**src/rtl/dram_ref_reader.sv**
```systemverilog
// Streams reference blocks from DRAM through a credit-limited return FIFO.
// Optional stall counter port is enabled with macro DRAM_REF_READER_PERF_EN.
module dram_ref_reader #(
  parameter int REF_LENGTH = 256,
  parameter int FIFO_DEPTH = 4
) (
  input  logic                    clk,
  input  logic                    rst,
  input  logic [24:0]             ref_addr_in,
  input  logic [24:0]             ref_length_in,
  input  logic                    ref_info_valid_in,
  output logic [24:0]             dram_cmd_addr_out,
  output logic                    dram_cmd_valid_out,
  input  logic                    dram_cmd_rdy_in,
  input  logic [2*REF_LENGTH-1:0] dram_rd_data_in,
  input  logic                    dram_rd_valid_in,
  output logic [2*REF_LENGTH-1:0] ref_seq_block_out,
  output logic                    ref_seq_block_valid_out,
  input  logic                    ref_seq_block_rdy_in,
  output logic                    busy_out,
  output logic                    done_out,
  output logic                    overrun_out
`ifdef DRAM_REF_READER_PERF_EN
  ,
  output logic [31:0]             stall_cycles_out
`endif
);

  // state | meaning
  // IDLE  | waiting for a request
  // ISSUE | read commands still to be sent
  // DRAIN | all commands sent, waiting for the last block to be consumed
  localparam int W  = 2 * REF_LENGTH;
  localparam int PW = $clog2(FIFO_DEPTH);
  localparam int CW = PW + 1;

  typedef enum logic [1:0] {IDLE, ISSUE, DRAIN} state_t;

  state_t         state, state_nxt;
  logic [24:0]    cmd_addr;
  logic [24:0]    cmds_left;
  logic [24:0]    blocks_left;
  logic [CW-1:0]  outstanding;
  logic [CW-1:0]  fifo_count;
  logic [PW-1:0]  wr_ptr;
  logic [PW-1:0]  rd_ptr;
  logic [W-1:0]   mem [FIFO_DEPTH];
  logic           done_zero;
  logic           overrun;
  logic           accept;
  logic           cmd_xfer;
  logic           push;
  logic           pop;
  logic           last_pop;
  logic [CW:0]    credit_used;

  always_comb begin
    accept                  = (state == IDLE) && ref_info_valid_in;
    credit_used             = {1'b0, outstanding} + {1'b0, fifo_count};
    // Blocks in flight plus blocks buffered never exceed the FIFO depth.
    dram_cmd_valid_out      = (state == ISSUE) && (cmds_left != 25'd0) &&
                              (credit_used < (CW+1)'(FIFO_DEPTH));
    cmd_xfer                = dram_cmd_valid_out && dram_cmd_rdy_in;
    push                    = dram_rd_valid_in && (outstanding != '0);
    ref_seq_block_valid_out = (fifo_count != '0);
    pop                     = ref_seq_block_valid_out && ref_seq_block_rdy_in;
    last_pop                = (state == DRAIN) && pop && (blocks_left == 25'd1);
    dram_cmd_addr_out       = cmd_addr;
    ref_seq_block_out       = ref_seq_block_valid_out ? mem[rd_ptr] : '0;
    busy_out                = (state != IDLE);
    done_out                = done_zero || last_pop;
    overrun_out             = overrun;
    state_nxt               = state;
    case (state)
      IDLE:    if (accept && (ref_length_in != 25'd0)) state_nxt = ISSUE;
      ISSUE:   if (cmd_xfer && (cmds_left == 25'd1)) state_nxt = DRAIN;
      DRAIN:   if (last_pop) state_nxt = IDLE;
      default: state_nxt = IDLE;
    endcase
  end

  always_ff @(posedge clk) begin
    if (rst) begin
      state       <= IDLE;
      cmd_addr    <= '0;
      cmds_left   <= '0;
      blocks_left <= '0;
      outstanding <= '0;
      fifo_count  <= '0;
      wr_ptr      <= '0;
      rd_ptr      <= '0;
      done_zero   <= 1'b0;
      overrun     <= 1'b0;
    end else begin
      state     <= state_nxt;
      done_zero <= accept && (ref_length_in == 25'd0);
      if (ref_info_valid_in && (state != IDLE)) overrun <= 1'b1;

      if (accept) begin
        cmd_addr    <= ref_addr_in;
        cmds_left   <= ref_length_in;
        blocks_left <= ref_length_in;
      end else begin
        if (cmd_xfer) begin
          cmd_addr  <= cmd_addr + 25'd1;
          cmds_left <= cmds_left - 25'd1;
        end
        if (pop) blocks_left <= blocks_left - 25'd1;
      end

      case ({cmd_xfer, push})
        2'b10:   outstanding <= outstanding + CW'(1);
        2'b01:   outstanding <= outstanding - CW'(1);
        default: outstanding <= outstanding;
      endcase

      if (push) wr_ptr <= wr_ptr + PW'(1);
      if (pop)  rd_ptr <= rd_ptr + PW'(1);
      case ({push, pop})
        2'b10:   fifo_count <= fifo_count + CW'(1);
        2'b01:   fifo_count <= fifo_count - CW'(1);
        default: fifo_count <= fifo_count;
      endcase
    end
  end

  // Storage needs no reset: the head is masked whenever the FIFO is empty.
  always_ff @(posedge clk) begin
    if (push && !rst) mem[wr_ptr] <= dram_rd_data_in;
  end

`ifdef DRAM_REF_READER_PERF_EN
  logic [31:0] stall_cnt;

  always_ff @(posedge clk) begin
    if (rst || accept) begin
      stall_cnt <= '0;
    end else if (ref_seq_block_valid_out && !ref_seq_block_rdy_in &&
                 (stall_cnt != 32'hFFFF_FFFF)) begin
      stall_cnt <= stall_cnt + 32'd1;
    end
  end

  assign stall_cycles_out = stall_cnt;
`endif

endmodule

```
**config.mk**
```make
export PLATFORM = sky130hd
export DESIGN_NAME = dram_ref_reader
export DESIGN_NICKNAME = d
export VERILOG_FILES = /design/src/rtl/dram_ref_reader.sv
export SDC_FILE = /design/constraint.sdc
export NUM_CORES = 2
export LEC_CHECK = 0
export CAP_MARGIN = 20
export CORE_AREA = 4 4 435 437
export CTS_BUF_LIST = sky130_fd_sc_hd__clkbuf_16
export DETAILED_ROUTE_END_ITERATION = 7
export DIE_AREA = 0 0 439 441
export PLACE_DENSITY_LB_ADDON = 0.3
export SLEW_MARGIN = 10
export SYNTH_ARGS = -nofsm -noshare
export SYNTH_HDL_FRONTEND = slang
export SYNTH_SLANG_ARGS = --single-unit
```
**constraint.sdc**
```tcl
create_clock -name clk -period 17.5 [get_ports clk]
set_input_delay 1.75 -clock clk [delete_from_list [all_inputs] [get_ports clk]]
set_output_delay 1.75 -clock clk [all_outputs]
set_load 0.1 [all_outputs]
```
==> run_results.csv <==
group,metric,value,unit
route,dr.first_iter.drc_count,3295,
timing,slew_violations,0,
critical_path,reg2reg_from,"outstanding[0]",
critical_path,path_cells,"buf_4, buf_4, buf_12, buf_12, mux4_2, and2_1, clkdlybuf4s50_1",
yosys,synth_xor_area_share,0.363,%
yosys,synthMuxAreaShare,14.1,%
min_path,holdCritStartpoint,"overrun_out",
critical_path,crit_buf_inv,5,
yosys,synth_compound_area_share,1.40,%
global_routing,grt-ovfl-total,0,
placement,gp_congestion,0.844,
clocking,cts_buffers,212,
timing,min_period_over_period,47.4,%
yosys,ys_ff_latch,2139,
final_layout,drive_gt1_share,17.1,%
timing,relSlewSlack,17.5,%
route,drtPass1Iterations,5,
floorplan,die_w,439,microns
clocking,cts.reportedPaths.clkPinSlew,0.06,ns
route,antenna_left,0,
timing,timing.fmax,121,MHz
timing,fin_worst_skew,0.0397,ns
clocking,clock-sinks,2139,
yosys,synthArstFlopShare,0,%
critical_path,worstPathMaxFanout,87,
route,wl_per_cell,27.2,microns
route,vias,42400,
route,routed_wl,212000,microns
floorplan,coreArea,0.185,sq mm
final_layout,n_fill_cell,14100,
yosys,synth_top_family_by_area,"multiplexers",
placement,dp_hpwl,137000,microns
final_layout,area_growth,25.5,%
yosys,synth_simple_gate_area_share,5.63,%
critical_path,path_class,"register to output port",
clocking,insertion_delay,0.83,ns
yosys,synthesis.nets,4463,
clocking,root_buffer,"clkbuf_16",
clocking,postCtsHoldBufs,0,
yosys,ys_seq_area_share,77.1,%
global_routing,grt_pass1_vias,43700,
timing,rsz0062_at_grt,"false",
route,remaining_drc_errors,0,
min_path,hp-class,"register to register",
global_routing,grt_pass1_wl,304000,microns
timing,worst_slack,9.21,ns
yosys,synth_top_area_share,74.9,%
clocking,ctsLongestPathBuffers,3,
final_layout,nets,5648,
timing,finalHoldViolations,0,
power,power_density,154,mW/mm^2
placement,place_ws,9.87,ns
clocking,cts_tree,"yes",
global_routing,grt_use_total,21.5,%
critical_path,slowest_delay,1.04,ns
critical_path,crit_required,15.75,ns
global_routing,grt_max_degree,203,
power,p_leak,0.0321,uW
critical_path,cp_data_arrival_time,6.54,ns
global_routing,antenna_found_initial,85,
final_layout,final_common_cell,"edfxtp_1",
yosys,ys.flop_type,"edfxtp_1",
floorplan,initial_utilization,44.4,%
yosys,yosys-top-cells-area,"edfxtp_1 (75%), mux4_2 (14%), and2_1 (3.9%)",
floorplan,die-area,0.194,sq mm
run_status,status,"finished, final reports clean",
job,drv_cap,0,
critical_path,crit_path_start_kind,"register",
timing,setup_tns,0,ns
clocking,cts_resized,0,
critical_path,cp_slowest_cell,"clkdlybuf4s50_1",
yosys,syn_inst,3879,
yosys,syn_area,0.0821,sq mm
yosys,synth_area_leader_cell,"edfxtp_1",
critical_path,critPathTopFamily,"buffers and inverters",
critical_path,end_kind,"output port",
yosys,synth.distinct_cells,61,
clocking,cts_setup_buffers,0,
floorplan,io-pin-count,1110,
floorplan,fp.dieH,441,microns
yosys,synth_warnings,0,
yosys,synth-edff-count,2048,
timing,finalSetupViolCount,0,
final_layout,final_cell_mix,"edfxtp_1 (2048), clkdlybuf4s50_1 (1103), and2_1 (514)",
timing,hold_slack,0.490,ns
power,power,15900,uW
route,via_per_inst,5.45,
timing,period_needed,8.29,ns
clocking,htreeDepth,4,
timing,worst_slew_pin_slew,1.24,ns
placement,numPortBuffers,1109,
power,peakVddDrop,0.000132,V
yosys,avgSynthCellArea,21.2,sq um
floorplan,rows,158,
yosys,synth_fa_ha_area_share,0.262,%
==> routing by layer <==
layer  share of wire [%]  GRT usage, %  up-vias
met5               0.095             0        -
met4                 4.8          10.7       26
met3                 7.3          6.23      416
met2                  51          35.2     1516
met1                  37          26.1    22200
li1                    -             -    18300
==> path summary, 6_finish.rpt <==
check / cells after the start / end / slack (ns)
max: 7 / ref_seq_block_out[507] / 9.21
min: 2 / overrun_out / 0.49
max reg2reg: 6 / mem[2][378] / 12.85
min reg2reg: 2 / overrun_out / 0.49
==> cells by family (layout without fill, tap and decap cells) <==
logic type,after synthesis,count (layout)
AO/OA/AOI/OAI,160,160
XOR/XNOR,34,34
adder cells (fa/ha/maj),16,16
buffers and inverters,228,1587
flip-flops,2139,2139
multiplexers,519,519
other,0,63
AND/OR/NAND/NOR,783,783
==> state kept, by name, summed over array words and instances (netlist names), 3 cells and up, named ones only <==
| name | cells |
|---|---|
| outstanding | 3 |
| blocks_left | 25 |
| dram_cmd_addr_out | 25 |
| fifo_count | 3 |
| cmds_left | 25 |
| mem | 2048 |
==> worst register-to-register path, stage by stage (launching register included) <==
cell and delay [ns]:
dfxtp_1 0.38, o31ai_1 0.20, nor2_1 0.26, and2_4 0.81, buf_4 0.82, buf_4 0.83, buf_4 0.86
==> power by group <==
part,switching [uW],internal (uW),leakage (uW)
sequential,75.8,5820,0.0192
clock,1890,2360,0.00335
combinational,4160,1590,0.00955
total,6130,9770,0.0321
==> synth_stat cells, drive strengths merged (4+ instances only) <==
| cell type | instances |
|---|---|
| a32oi | 4 |
| mux4 | 512 |
| and4 | 5 |
| or4 | 11 |
| ha | 14 |
| xor2 | 19 |
| o21bai | 13 |
| o311ai | 6 |
| and2 | 518 |
| dfxtp | 91 |
| nor4 | 27 |
| buf | 93 |
| clkbuf | 112 |
| nand2 | 50 |
| xnor2 | 15 |
| a211oi | 21 |
| nand2b | 4 |
| a31oi | 19 |
| a21oi | 34 |
| nor3 | 22 |
| o31ai | 4 |
| or3 | 16 |
| inv | 22 |
| or2 | 7 |
| edfxtp | 2048 |
| mux2i | 6 |
| a31o | 5 |
| nor2 | 68 |
| nand4b | 4 |
| nand4 | 12 |
| a22oi | 7 |
| a311oi | 7 |
| o21ai | 7 |
| o211ai | 16 |
| nand3 | 29 |
==> final cells by class <==
class | count | area, sq um | area share [%]
antenna | 63 | 158 | 0.153
clock buffer | 214 | 5360 | 5.20
clock inverter | 174 | 1170 | 1.13
inverter | 23 | 86.3 | 0.0838
multi-input combinational | 1512 | 17900 | 17.4
sequential | 2139 | 63300 | 61.5
tap | 2480 | 3100 | 3.01
timing repair buffer | 1176 | 11900 | 11.6
==> stage by stage <==
stage               utilization, %  std cells  area, sq um
floorplan                        -       3879        82100
global placement              51.9       7317        96100
detailed placement            52.1       7329        96300
CTS                           55.6       7717       103000
global route                  55.7       7767       103000
finish                        55.7       7781       103000
No activity file was read; power rests on OpenSTA's default activity.
